**config.mk**
```make
export PLATFORM = sky130hd
export DESIGN_NAME = cpu_control
export DESIGN_NICKNAME = d
export VERILOG_FILES = /design/src/rtl/cpu_ctrl_pkg.sv /design/src/rtl/cpu_alu_decode.sv /design/src/rtl/cpu_control.sv
export SDC_FILE = /design/constraint.sdc
export NUM_CORES = 1
export LEC_CHECK = 0
export ABC_AREA = 1
export CORE_AREA = 2 2 39 41
export DETAILED_ROUTE_END_ITERATION = 7
export DIE_AREA = 0 0 41 43
export PLACE_DENSITY = 0.62
export SLEW_MARGIN = 20
export SYNTH_ARGS = -nofsm -noshare
export SYNTH_HDL_FRONTEND = slang
export SYNTH_SLANG_ARGS = --single-unit
```
**constraint.sdc**
```tcl
create_clock -name vclk -period 1.2
set_clock_uncertainty 0.1 [all_clocks]
set_input_delay 0.24 -clock vclk [all_inputs]
set_output_delay 0.24 -clock vclk [all_outputs]
set_load 0.02 [all_outputs]
```
**src/rtl/cpu_ctrl_pkg.sv**
```systemverilog
// Shared encodings for the RV32I lab CPU control unit: opcodes, ALU controls,
// immediate-select and writeback-select values, and the ALU op classes.
package cpu_ctrl_pkg;

  localparam logic [4:0] OP_R      = 5'b01100;
  localparam logic [4:0] OP_IMM    = 5'b00100;
  localparam logic [4:0] OP_LOAD   = 5'b00000;
  localparam logic [4:0] OP_STORE  = 5'b01000;
  localparam logic [4:0] OP_BRANCH = 5'b11000;
  localparam logic [4:0] OP_JAL    = 5'b11011;

  localparam logic [2:0] ALU_AND = 3'b000;
  localparam logic [2:0] ALU_OR  = 3'b001;
  localparam logic [2:0] ALU_ADD = 3'b010;
  localparam logic [2:0] ALU_XOR = 3'b011;
  localparam logic [2:0] ALU_SRL = 3'b101;
  localparam logic [2:0] ALU_SUB = 3'b110;
  localparam logic [2:0] ALU_SLT = 3'b111;

  localparam logic [1:0] IMM_I = 2'b00;
  localparam logic [1:0] IMM_S = 2'b01;
  localparam logic [1:0] IMM_B = 2'b10;
  localparam logic [1:0] IMM_J = 2'b11;

  localparam logic [1:0] MTR_ALU = 2'b00;
  localparam logic [1:0] MTR_MEM = 2'b01;
  localparam logic [1:0] MTR_PC4 = 2'b10;

  typedef enum logic [1:0] {
    AOP_ADD = 2'b00,
    AOP_SUB = 2'b01,
    AOP_FR  = 2'b10,
    AOP_FI  = 2'b11
  } alu_op_e;

endpackage

```
**src/rtl/cpu_alu_decode.sv**
```systemverilog
// Maps an ALU op class plus Fun3/Fun7 to ALU_Control; funct_ok drops low for
// funct combinations this CPU does not implement (SLL, SRA, SLTU, ...).
module cpu_alu_decode
  import cpu_ctrl_pkg::*;
(
  input  alu_op_e    alu_op,
  input  logic [2:0] fun3,
  input  logic       fun7,
  output logic [2:0] alu_ctrl,
  output logic       funct_ok
);

  always_comb begin
    alu_ctrl = ALU_ADD;
    funct_ok = 1'b1;
    case (alu_op)
      AOP_ADD: alu_ctrl = ALU_ADD;
      AOP_SUB: alu_ctrl = ALU_SUB;
      default: begin
        case (fun3)
          3'b000: alu_ctrl = (alu_op == AOP_FR && fun7) ? ALU_SUB : ALU_ADD;
          3'b111: alu_ctrl = ALU_AND;
          3'b110: alu_ctrl = ALU_OR;
          3'b100: alu_ctrl = ALU_XOR;
          3'b010: alu_ctrl = ALU_SLT;
          3'b101: begin
            if (fun7) funct_ok = 1'b0;
            else      alu_ctrl = ALU_SRL;
          end
          default: funct_ok = 1'b0;
        endcase
      end
    endcase
  end

endmodule

```
**src/rtl/cpu_control.sv**
```systemverilog
// Single-cycle RV32I main decoder with MIO ready qualification; decode is purely combinational.
// Optional memory-wait watchdog (sticky MIO_timeout) enabled by CPU_CTRL_MIO_TIMEOUT_EN.
module cpu_control
  import cpu_ctrl_pkg::*;
#(
  parameter int TIMEOUT_CYCLES = 16
) (
  input  logic       clk,
  input  logic       rst,
  input  logic [4:0] OPcode,
  input  logic [2:0] Fun3,
  input  logic       Fun7,
  input  logic       MIO_ready,
  output logic [1:0] ImmSel,
  output logic       ALUSrc_B,
  output logic [1:0] MemtoReg,
  output logic       Jump,
  output logic       Branch,
  output logic       RegWrite,
  output logic       MemRW,
  output logic [2:0] ALU_Control,
  output logic       CPU_MIO,
  output logic       Stall,
  output logic       MIO_timeout
);

  alu_op_e    alu_op;
  logic [2:0] alu_dec;
  logic       funct_ok;
  logic       reg_write_raw;
  logic       mem_rw_raw;
  logic       cpu_mio_raw;
  logic       is_load;

  always_comb begin
    case (OPcode)
      OP_R:      alu_op = AOP_FR;
      OP_IMM:    alu_op = AOP_FI;
      OP_BRANCH: alu_op = AOP_SUB;
      default:   alu_op = AOP_ADD;
    endcase
  end

  cpu_alu_decode u_alu_decode (
    .alu_op   (alu_op),
    .fun3     (Fun3),
    .fun7     (Fun7),
    .alu_ctrl (alu_dec),
    .funct_ok (funct_ok)
  );

  always_comb begin
    ImmSel        = IMM_I;
    ALUSrc_B      = 1'b0;
    MemtoReg      = MTR_ALU;
    Jump          = 1'b0;
    Branch        = 1'b0;
    ALU_Control   = ALU_ADD;
    reg_write_raw = 1'b0;
    mem_rw_raw    = 1'b0;
    cpu_mio_raw   = 1'b0;
    is_load       = 1'b0;
    case (OPcode)
      OP_R: begin
        if (funct_ok) begin
          reg_write_raw = 1'b1;
          ALU_Control   = alu_dec;
        end
      end
      OP_IMM: begin
        if (funct_ok) begin
          ALUSrc_B      = 1'b1;
          reg_write_raw = 1'b1;
          ALU_Control   = alu_dec;
        end
      end
      OP_LOAD: begin
        ALUSrc_B      = 1'b1;
        MemtoReg      = MTR_MEM;
        reg_write_raw = 1'b1;
        cpu_mio_raw   = 1'b1;
        is_load       = 1'b1;
      end
      OP_STORE: begin
        ImmSel      = IMM_S;
        ALUSrc_B    = 1'b1;
        mem_rw_raw  = 1'b1;
        cpu_mio_raw = 1'b1;
      end
      OP_BRANCH: begin
        if (Fun3 == 3'b000) begin
          ImmSel      = IMM_B;
          Branch      = 1'b1;
          ALU_Control = alu_dec;
        end
      end
      // JAL does not use the ALU, so its control is left at all-zero
      OP_JAL: begin
        ImmSel        = IMM_J;
        Jump          = 1'b1;
        reg_write_raw = 1'b1;
        MemtoReg      = MTR_PC4;
        ALU_Control   = ALU_AND;
      end
      default: ;
    endcase
  end

  // Loads may only write back, and stores only commit, once the bus is ready
  assign RegWrite = reg_write_raw & ~rst & (~is_load | MIO_ready);
  assign MemRW    = mem_rw_raw & ~rst & MIO_ready;
  assign CPU_MIO  = cpu_mio_raw & ~rst;
  assign Stall    = CPU_MIO & ~MIO_ready;

`ifdef CPU_CTRL_MIO_TIMEOUT_EN
  localparam int CW = $clog2(TIMEOUT_CYCLES + 1);
  localparam logic [CW-1:0] LIMIT = CW'(TIMEOUT_CYCLES);

  logic [CW-1:0] wait_cnt;
  logic          timeout_q;

  always_ff @(posedge clk) begin
    if (rst) begin
      wait_cnt  <= '0;
      timeout_q <= 1'b0;
    end else if (Stall) begin
      if (wait_cnt != LIMIT) wait_cnt <= wait_cnt + 1'b1;
      if (wait_cnt >= LIMIT - 1'b1) timeout_q <= 1'b1;
    end else begin
      wait_cnt <= '0;
    end
  end

  assign MIO_timeout = timeout_q;
`else
  logic unused_wd;
  assign unused_wd   = &{1'b0, clk, (TIMEOUT_CYCLES > 0)};
  assign MIO_timeout = 1'b0;
`endif

endmodule

```
Word level (Yosys, flattened, before mapping)
Index checks and enable logic that the tools add are counted.
W data, S select, Z words.
{ "totals": {"output_inout_bits": 15, "word_cells": 54, "regBits": 0, "input_bits": 12} }
{ "op_classes": {"bitwise_logic": 10, "n_mux": 23, "n_reduce_logical": 9, "eq_ne": 12} }
{ "op_table": {"columns": ["op", "count"], "rows": [
  ["$pmux W3 S6", 1],
  ["$eq A3 B3 Y1 const B", 4],
  ["$mux W3", 4],
  ["$pmux W2 S3", 2],
  ["$eq A5 B4 Y1 const B", 2],
  ["$eq A5 B5 Y1 const B", 2],
  ["$mux W1", 9],
  ["$pmux W3 S3", 1],
  ["$reduce_or A2 Y1", 4],
  ["$and A1 B1 Y1", 6],
  ["$pmux W1 S2", 3],
  ["$pmux W3 S2", 1],
  ["$eq A5 B3 Y1 const B", 1],
  ["$logic_not A5 Y1", 1],
  ["$reduce_or A5 Y1", 1],
  ["$pmux W2 S2", 1],
  ["$eq A3 B2 Y1 const B", 1],
  ["$logic_not A3 Y1", 1],
  ["$not A1 Y1", 3],
  ["$eq A2 B1 Y1 const B", 1],
  ["$eq A2 B2 Y1 const B", 1],
  ["$logic_not A2 Y1", 1],
  ["$mux W2", 1],
  ["$logic_and A1 B1 Y1", 1],
  ["$or A1 B1 Y1", 1]
]} }

Longest topological paths before layout
{ "logic_depth": {"word_depth": 9, "depth_mapped": 7, "mapped_depth_nobuf": 7} }

By module
Synthesis repeated with hierarchy kept, for this count alone.
{ "unflattened": {"cells_unflattened": 79, "hier_area_um2": 381.6} }
{ "modules_own_cells": {"columns": ["mod", "area_per_inst_um2", "cells_per_inst", "n_inst"], "rows": [
  ["cpu_control", 272.8, 52, 1],
  ["cpu_alu_decode", 108.9, 27, 1]
]} }

Least setup slack after synthesis
OpenSTA, ideal clock, no wires.
{ "synth_path": {"path_type": "input to output", "startpoint": "input OPcode[2]", "endpoint": "output MemRW", "path_buffers": 0, "arrival_time_ns": 1.029, "slack_ns": -0.169, "t_required_ns": 0.860, "cell_stages": 3, "cell_sequence": "nor2_1 nand3_1 nor3b_1"} }
{ "synth_via": {"elab_chain_len": 4} }
{ "synth_rtl": {"columns": ["item", "line_no", "source"], "rows": [
  ["from (decl)", "cpu_control.sv:10", "input logic [4:0] OPcode,"],
  ["$eq A5 B4 Y1", "cpu_control.sv:63", "case (OPcode)"],
  ["$mux W1", "cpu_control.sv:63", null],
  ["$and A1 B1 Y1 (2 in a row)", "cpu_control.sv:111", "assign MemRW = mem_rw_raw & ~rst & MIO_ready;"],
  ["to (decl)", "cpu_control.sv:20", "output logic MemRW,"]
]} }
Every way passes these cells.

Worst setup path in the final report
{ "layout_path": {"startpoint": "input OPcode[1]", "endpoint": "output ALU_Control[0]"} }
{ "layout_via": {"elab_chain_len": 7} }
{ "layout_rtl": {"columns": ["item", "line_no", "source"], "rows": [
  ["$eq A5 B5 Y1, or another cell as far along", "cpu_control.sv:36, cpu_control.sv:63", null],
  ["$pmux W2 S3", "cpu_control.sv:36", "case (OPcode)"],
  ["$eq A2 B1 Y1 or $logic_not A2 Y1 (tied branches)", "cpu_alu_decode.sv:16", "case (alu_op)"],
  ["$reduce_or A2 Y1 (no source line)", null, null],
  ["$mux W1", "cpu_alu_decode.sv:16", null],
  ["$mux W3", "cpu_control.sv:65, cpu_control.sv:71", null],
  ["$pmux W3 S3 (*)", "cpu_control.sv:63", null],
  ["to (decl)", "cpu_control.sv:21", "output logic [2:0] ALU_Control,"]
]} }
Every way passes the cells marked *; elsewhere a longest branch is shown, timed or not.

==> impl_metrics.yaml <==
detailed_routing:
  viasPerCell: 4.155
  drt_first_pass_iters: 4
  route.vias.total: 428
  antenna_left: 0
  drt_iter0_markers: 5
  routed_wl_um: 934
  wl_per_cell_um: 9.068
  drc: 0
global_routing:
  antenna_found_initial: 0
  grt_pass1_vias: 386
  grt_util_met1_pct: 17.09
  overflow: 0
  grtUsageMet2_pct: 20.63
  grt_util_met3_pct: 0
  grt_max_degree: 7
  grt_first_pass_wirelength_um: 1593
  grt-busiest-layer: "met2"
  grtUsageTotal_pct: 11.99
outcome:
  failed_checks: "setup timing"
  status: "complete, but fails checks"
min_path:
  holdPathStages: 5
  min_path_type: "in2out"
synth:
  yosys-top-cells-area: "nand2_1, inv_1, nor2_1, buf_4, nor2_2"
  synth_most_common_cell: "nand2_1"
  synth_top_cell_by_area: "nand2_1"
  syn_avg_cell_area_um2: 4.632
  yosysTopAreaCellShare_pct: 27.01
  synth_nets: 69
  netlist-cell-type-count: 17
  synthTopCellsByCount: "nand2_1, inv_1, nor2_1"
  synth_cells: 57
  yosysWarnings: 0
  syn-cell-area_um2: 264.0
  ys_seq_area_share_pct: 0
power:
  leakagePower_uw: 0.0003370
  vdd_drop_max_mv: 0.1163
  p_per_area_nw_per_um2: 245.5
sta:
  setup_viol: 12
  layout_min_cycle_time_ns: 1.367
  hold_slack_ns: 0.7941
  drv_slew: 0
  fmax_mhz: 731.6
  worst_slack_ns: -0.1669
  rsz0062_at_grt: "true"
  timing.final.crit_share_pct: 113.9
  finalHoldViolations: 0
floorplan:
  die_h_um: 43
  dieArea_um2: 1763
  start_util_pct: 19.08
  ioPinCount: 27
  rows: 14
  die_w_um: 41
  core_um2: 1384
finish:
  area_delta_synth_final_pct: 146.0
  fin_nets: 101
  nClkBuffers: 0
  design.seq.count: 0
  antennaDiodeCount: 0
  fill_cells: 154
  final_area_um2: 649.4
  regArea_um2: 0
  drive_above_1_share_pct: 63.22
job:
  max_cap_viol_count: 0
placed_design:
  gp_congestion: 0.7599
  place_area_um2: 575.6
  io_buffers: 25
  place_hpwl_um: 699.6
  post-place-ws_ns: -1.043
clock_network:
  ctsHoldBuffers: 0
critical_path:
  cp_cell_sequence: "buf_8, nor2_4, nand3_2, inv_2, and3_1, buf_4"
  required_ns: 0.86
  path_depth: 6
  critPathMaxStageDelay_ns: 0.16
  crit_fanout: 6
  crit_buf_inv: 3
  critPathLaunchType: "input pin"
  cpMaxStageDelayCell: "nor2_4"
  critical_path.top_delay_family: "simple AND/OR/NAND/NOR gates"
  crit_type: "in2out"
  arrival_ns: 1.03
  endpoint_kind: "output port"
stage by stage:
| stage | util, % | total power, uW | TNS, ns | cells |
|---|---|---|---|---|
| floorplan | - | 59.76 | -0.05598 | 57 |
| global placement | 41.59 | 135.9 | -13.30 | 100 |
| detailed placement | 41.59 | 136.0 | -13.43 | 100 |
| CTS | 44.67 | 152.4 | -1.569 | 101 |
| global route | 46.93 | 173.5 | -2.393 | 103 |
| finish | 46.93 | 159.4 | -1.404 | 103 |
area by class of cell:
class	instances	area (um^2)	area share (%)
well taps	16	20.02	3.083
multi-input cells	45	290.3	44.70
repair buffers	32	301.5	46.44
inverters	10	37.54	5.780
report_power, final:
| part | switching, uW | internal [uW] | total, uW |
|---|---|---|---|
| registers | 0 | 0 | 0 |
| logic | 84.0 | 75.4 | 159 |
| clock network | 0 | 0 | 0 |
what timing repair did:
| item | CTS | global route |
|---|---|---|
| gates resized for setup | 133 | 6 |
| buffers inserted | 1 | 2 |
| endpoints found under the setup margin | 14 | 14 |
| pin swaps | 18 | 3 |
kinds of logic after synthesis:
logic type,count (synthesis),share of synthesized area [%]
other cells,1,1.420
compound gates,7,14.22
buf+inv,12,19.91
simple gates,37,64.46
final timing paths:
check | startpoint | end | slack [ns]
min | OPcode[0] | MemRW | 0.79
max | OPcode[1] | ALU_Control[0] | -0.17
placed cells by master, fill, tap and decap left out, drive strengths merged:
| master | n |
|---|---|
| buf | 27 |
| nand2 | 19 |
| nor2 | 11 |
| inv | 10 |
| o21ai | 4 |
| clkdlybuf4s15 | 3 |
| nand3 | 3 |
| dlygate4sd2 | 2 |
| a21oi | 2 |
| and3 | 1 |
| nand4 | 1 |
| nor3 | 1 |
| o21bai | 1 |
| nor3b | 1 |
| conb | 1 |
layer usage:
metal | wire, um | vias up
met5 | 0 | -
li1 | - | 234
met1 | 425 | 181
met3 | 57 | 0
met4 | 0 | 0
met2 | 452 | 13
No activity file was read; power rests on OpenSTA's default activity.
